### src/rtl/dm_mem_arbiter.sv
// ============================================================================
// Module  : dm_mem_arbiter
// Brief   : Round-robin arbiter sharing the DM memory port between two hosts.
// Revision: 1.0 - initial release
// ============================================================================
`default_nettype none

module dm_mem_arbiter #(
    parameter int ADDR_WIDTH = 32,
    parameter int DATA_WIDTH = 32
) (
    input  logic                    clk,
    input  logic                    rst_n,
    input  logic                    m0_req_i,
    input  logic                    m0_we_i,
    input  logic [ADDR_WIDTH-1:0]   m0_addr_i,
    input  logic [DATA_WIDTH/8-1:0] m0_be_i,
    input  logic [DATA_WIDTH-1:0]   m0_wdata_i,
    output logic                    m0_gnt_o,
    output logic                    m0_rvalid_o,
    output logic [DATA_WIDTH-1:0]   m0_rdata_o,
    input  logic                    m1_req_i,
    input  logic                    m1_we_i,
    input  logic [ADDR_WIDTH-1:0]   m1_addr_i,
    input  logic [DATA_WIDTH/8-1:0] m1_be_i,
    input  logic [DATA_WIDTH-1:0]   m1_wdata_i,
    output logic                    m1_gnt_o,
    output logic                    m1_rvalid_o,
    output logic [DATA_WIDTH-1:0]   m1_rdata_o,
    output logic                    device_req_o,
    output logic                    device_we_o,
    output logic [ADDR_WIDTH-1:0]   device_addr_o,
    output logic [DATA_WIDTH/8-1:0] device_be_o,
    output logic [DATA_WIDTH-1:0]   device_wdata_o,
    input  logic [DATA_WIDTH-1:0]   device_rdata_i
);

    typedef enum logic [0:0] {
        ARB_IDLE    = 1'b0,
        ARB_RD_WAIT = 1'b1
    } arb_state_t;

    arb_state_t r_state;
    arb_state_t w_state_nxt;
    logic       r_last_grant;
    logic       w_last_nxt;
    logic       r_owner;
    logic       w_owner_nxt;

    always_ff @(posedge clk) begin
        if (!rst_n) begin
            r_state      <= ARB_IDLE;
            r_last_grant <= 1'b1;
            r_owner      <= 1'b0;
        end else begin
            r_state      <= w_state_nxt;
            r_last_grant <= w_last_nxt;
            r_owner      <= w_owner_nxt;
        end
    end

    // Outputs are gated by rst_n so that everything reads 0 while reset is held,
    // including a read that was in flight when reset arrived.
    always_comb begin
        w_state_nxt    = r_state;
        w_last_nxt     = r_last_grant;
        w_owner_nxt    = r_owner;
        m0_gnt_o       = 1'b0;
        m1_gnt_o       = 1'b0;
        m0_rvalid_o    = 1'b0;
        m1_rvalid_o    = 1'b0;
        m0_rdata_o     = '0;
        m1_rdata_o     = '0;
        device_req_o   = 1'b0;
        device_we_o    = 1'b0;
        device_addr_o  = '0;
        device_be_o    = '0;
        device_wdata_o = '0;
        if (rst_n) begin
            case (r_state)
                ARB_IDLE: begin
                    // On contention the requester that was not granted last wins.
                    m0_gnt_o = m0_req_i & (~m1_req_i | r_last_grant);
                    m1_gnt_o = m1_req_i & (~m0_req_i | ~r_last_grant);
                    if (m0_gnt_o) begin
                        device_req_o   = 1'b1;
                        device_we_o    = m0_we_i;
                        device_addr_o  = m0_addr_i;
                        device_be_o    = m0_be_i;
                        device_wdata_o = m0_wdata_i;
                        w_last_nxt     = 1'b0;
                        if (!m0_we_i) begin
                            w_state_nxt = ARB_RD_WAIT;
                            w_owner_nxt = 1'b0;
                        end
                    end else if (m1_gnt_o) begin
                        device_req_o   = 1'b1;
                        device_we_o    = m1_we_i;
                        device_addr_o  = m1_addr_i;
                        device_be_o    = m1_be_i;
                        device_wdata_o = m1_wdata_i;
                        w_last_nxt     = 1'b1;
                        if (!m1_we_i) begin
                            w_state_nxt = ARB_RD_WAIT;
                            w_owner_nxt = 1'b1;
                        end
                    end
                end
                ARB_RD_WAIT: begin
                    w_state_nxt = ARB_IDLE;
                    if (r_owner) begin
                        m1_rvalid_o = 1'b1;
                        m1_rdata_o  = device_rdata_i;
                    end else begin
                        m0_rvalid_o = 1'b1;
                        m0_rdata_o  = device_rdata_i;
                    end
                end
                default: w_state_nxt = ARB_IDLE;
            endcase
        end
    end

endmodule

`default_nettype wire

### config.mk
export PLATFORM = sky130hd
export DESIGN_NAME = dm_mem_arbiter
export DESIGN_NICKNAME = d
export VERILOG_FILES = /design/src/rtl/dm_mem_arbiter.sv
export SDC_FILE = /design/constraint.sdc
export NUM_CORES = 1
export LEC_CHECK = 0
export CAP_MARGIN = 30
export CELL_PAD_IN_SITES_DETAIL_PLACEMENT = 2
export CELL_PAD_IN_SITES_GLOBAL_PLACEMENT = 2
export CORE_AREA = 2 2 119 121
export CTS_CLUSTER_DIAMETER = 120
export DETAILED_ROUTE_END_ITERATION = 16
export DIE_AREA = 0 0 121 123
export GPL_TIMING_DRIVEN = 1
export MAX_ROUTING_LAYER = met4
export PLACE_DENSITY = 0.95
export SETUP_SLACK_MARGIN = 0.1
export SLEW_MARGIN = 10
export SYNTH_ARGS = -nofsm -noshare
export SYNTH_HDL_FRONTEND = slang
export SYNTH_SLANG_ARGS = --single-unit
### constraint.sdc
create_clock -name clk -period 1.36 [get_ports clk]
set_input_delay 0.272 -clock clk [delete_from_list [all_inputs] [get_ports clk]]
set_output_delay 0.272 -clock clk [all_outputs]
set_load 0.01 [all_outputs]
==> results.toml, run 1 <==
[sta]
max_clock_freq_mhz = 546
hold_viol = 0
finalSetupViolations = 138
finalHoldWorstSlack_ns = 0.435
layout_worst_path_cycle_share_pct = 135
setup_ws_ns = -0.471
timing.clock.skew_ns = 0.000531
max-slew-margin-rel_pct = 82.2
period_needed_ns = 1.83
setup_repair_after_global_routing_missed_its_margin = "true"
tightest_slew_ns = 0.266
slew_viol_final = 0

[routing]
postRouteWirelength_um = 15800
maxUsedRoutingLayer = "met4"
detail_route.vias_per_cell = 4.28
route.detailed.drc = 0
wire_per_inst_um = 22.7
routedLengthMet1_um = 5530
number_of_vias_after_detailed_routing = 2992
detail_route.iter0.violations = 92
dr_wl_met3_um = 1340
detailroute.wirelength.met2_um = 8570
drtAntennaViolNets = 0
detail_route.first_pass.iterations = 4

[floorplanning]
core_area_um2 = 13600
die_y_um = 123
dieArea_um2 = 14900
floorplan.io_pins = 312
initial_utilization_pct = 9.88
die_width_um = 121
rows = 43

[clock_network]
tritoncts_num_sinks = 3
insertion_delay_ns = 0.23
clockBufferDepth = 2
cts_made_buffers = 3
path_clk_slew_ns = 0.03
clk_root_buffer_cell = "sky130_fd_sc_hd__clkbuf_16"
tritoncts_clock_tree = "done"
htree_num_levels = 1

[synth]
ys.flop_type = "sky130_fd_sc_hd__dfxtp_1"
ys_ff_latch = 3
yosys.area.top_type_share_pct = 44.9
post_synth_main_area_contributors = "sky130_fd_sc_hd__a22o_1 (45%), sky130_fd_sc_hd__and2_1 (30%), sky130_fd_sc_hd__buf_6 (5.9%), sky130_fd_sc_hd__dfxtp_1 (4.5%), sky130_fd_sc_hd__buf_4 (3.9%)"
synthesis.nets = 349
netlist_area_um2 = 1350
synthDominantAreaCellType = "sky130_fd_sc_hd__a22o_1"
netlist_instances = 175
synth_cell_types = 20
synth_top_cells_by_count = "sky130_fd_sc_hd__a22o_1 (69), sky130_fd_sc_hd__and2_1 (64), sky130_fd_sc_hd__buf_4 (7), sky130_fd_sc_hd__buf_6 (7), sky130_fd_sc_hd__buf_2 (6)"
ys_async_sr_fraction_pct = 0
number_of_flops_mapped_to_enable_cells_by_yosys = 0
synthMostInstantiatedCell = "sky130_fd_sc_hd__a22o_1"
mapped_avg_cell_area_um2 = 7.69
yosysSeqAreaShare_pct = 4.47
yosysWarningCount = 0

[final_layout]
postLayoutCoreUtil_pct = 38.6
design.final.nets = 694
antenna-diode-count = 0
filler_cell_count = 1454
area_delta_synth_final_pct = 290
final_layout_size_suffix_gt1_share_pct = 46.1

[power]
leakage_nw = 2.47
share_clk_of_total_power_pct = 22.4
power.sequential.fraction_pct = 4.9
netSwitchingFraction_pct = 31.5
p_total_mw = 2.13
internal-power_mw = 1.46
power.ir.vdd_worst_mv = 0.343
power_per_cell_area_nw_per_um2 = 405
power_frac_comb_pct = 72.7
power.switching_uw = 669

[setup_path]
crit_path_max_fanout = 7
maximum_cell_stage_delay_along_the_critical_path_ns = 0.32
worst_path_buffer_plus_inverter_count = 5
worst-endpoint-required_ns = 1.09
worst-endpoint-arrival_ns = 1.56
cp-end-kind = "primary output"
worst_path_dominant_cell_family = "buffers and inverters"
r2r_setup_slack_ns = 0.24
crit-reg2reg-capture = "r_owner"
cp_slowest_cell = "sky130_fd_sc_hd__dfxtp_2"
critical_path.reg2reg.startpoint = "r_state"
reg2reg_depth = 5
criticalPathCategory = "register to primary output"
cp_cell_sequence = "nand2b_4, nand3_4, inv_8, buf_6, buf_8, buf_12, a22o_1, buf_6"
crit_path_frequent_cell = "sky130_fd_sc_hd__buf_6"
critical_path.startpoint_type = "register"

[place]
portBuffers = 311
place_congestion = 0.739
hpwl_um = 11100

[grt]
track_usage_pct = 18.9
number_of_antenna_violations_at_the_first_check_in_global_routing = 0
first_global_vias = 3299
wire_length_of_the_first_global_routing_pass_um = 20400
maximum_number_of_pins_on_one_net_before_global_route_repair = 20
grt_overflow_total = 0

[min_path]
timing.hold.worst_path_depth = 2
holdCritStartpoint = "rst_n"
worst_hold_path.endpoint = "r_last_grant"
hold_path_class = "input pin to register"

[outcome]
failed_checks = "negative setup slack"
result_of_the_run = "finished with violations"

[flow_run]
number_of_max_capacitance_violations_reported = 0
## cells by family (layout without fill, tap and decap cells)
logic type / after synthesis / in the layout / synth area share [%]
and+or+nand+nor: 78 / 78 / 36.0
buffers and inverters: 22 / 366 / 12.7
DFF: 3 / 3 / 4.47
AOI/OAI and AO/OA: 72 / 72 / 46.8
## sequential cells by signal, indices dropped and copies added, names as in the netlist
signal and count:
r_last_grant 1, r_owner 1, r_state 1
## per-stage QoR
step / worst slack, ns / setup TNS, ns / instances / instance area [um2]
after floorplan: 0.0729 / 0 / 175 / 1350
after global routing: -0.540 / -60.16 / 699 / 5250
final: -0.471 / -50.09 / 699 / 5250
after CTS: -0.488 / -51.86 / 689 / 4870
after detailed placement: -1.21 / -143.88 / 661 / 4690
after global placement: -1.11 / -135.29 / 661 / 4690
## power by group through the flow
| stage | Combinational (mW) | Sequential, mW | Clock, mW |
|---|---|---|---|
| final | 1.55 | 0.104 | 0.476 |
| after floorplan | 0.401 | 0.102 | 0 |
| after global routing | 1.63 | 0.106 | 0.503 |
| after detailed placement | 1.39 | 0.104 | 0 |
| after CTS | 1.47 | 0.104 | 0.485 |
| after global placement | 1.35 | 0.102 | 0 |
## worst max-delay path by stage
stage	from	to	slack, ns	depth (start not counted)
2_1_floorplan	r_state	device_wdata_o[22]	0.07	5
3_3_place_gp	m1_req_i	device_addr_o[29]	-1.11	7
3_5_place_dp	m1_req_i	device_wdata_o[16]	-1.21	7
4_1_cts	r_state	device_wdata_o[16]	-0.49	7
5_1_grt	r_state	device_wdata_o[2]	-0.54	8
6_report	r_last_grant	device_wdata_o[2]	-0.47	8
## area by class of cell
type / instances / area [um2] / share of cell area [%]
Inverter: 2 / 17.5 / 0.334
Clock buffer: 4 / 78.8 / 1.50
Tap cell: 180 / 225 / 4.29
Sequential cell: 3 / 65.1 / 1.24
Multi-Input combinational cell: 150 / 1250 / 23.8
Timing Repair Buffer: 360 / 3610 / 68.8
## layout by cell type (no fill, tap or decap), types with 3 or more instances in the layout
cell and count:
sky130_fd_sc_hd__a22o_1 69, sky130_fd_sc_hd__clkbuf_16 8, sky130_fd_sc_hd__and2_4 36, sky130_fd_sc_hd__buf_2 74
sky130_fd_sc_hd__and2_1 28, sky130_fd_sc_hd__buf_4 17, sky130_fd_sc_hd__buf_16 9, sky130_fd_sc_hd__buf_12 9
sky130_fd_sc_hd__buf_6 70, sky130_fd_sc_hd__nand2_1 3, sky130_fd_sc_hd__clkdlybuf4s50_1 170
## layer usage
metal / vias to the layer above / track usage [%]
li1: 1350 / -
met1: 1394 / 18.9
met2: 221 / 37.2
met3: 27 / 4.20
met4: 0 / 4.22
met5: - / -
## what timing repair did
item                                    in CTS  in global routing
gates resized for setup                    631                 74
endpoints found under the setup margin     138                138
setup buffers                               16                  6
gates cloned                                10                  5
hold buffers                                 0                  0
pin swaps                                   11                 27
(Power assumes the default switching activity.)
==> inputs of run 2 (changes only) <==
--- a/config.mk
+++ b/config.mk
@@ -5,6 +5,7 @@
 export SDC_FILE = /design/constraint.sdc
 export NUM_CORES = 1
 export LEC_CHECK = 0
+export ABC_CLOCK_PERIOD_IN_PS = 1360
 export CAP_MARGIN = 30
 export CELL_PAD_IN_SITES_DETAIL_PLACEMENT = 2
 export CELL_PAD_IN_SITES_GLOBAL_PLACEMENT = 2
==> results of run 2 <==
Same layout as run 1: the final DEF is identical, and so are final timing and power.
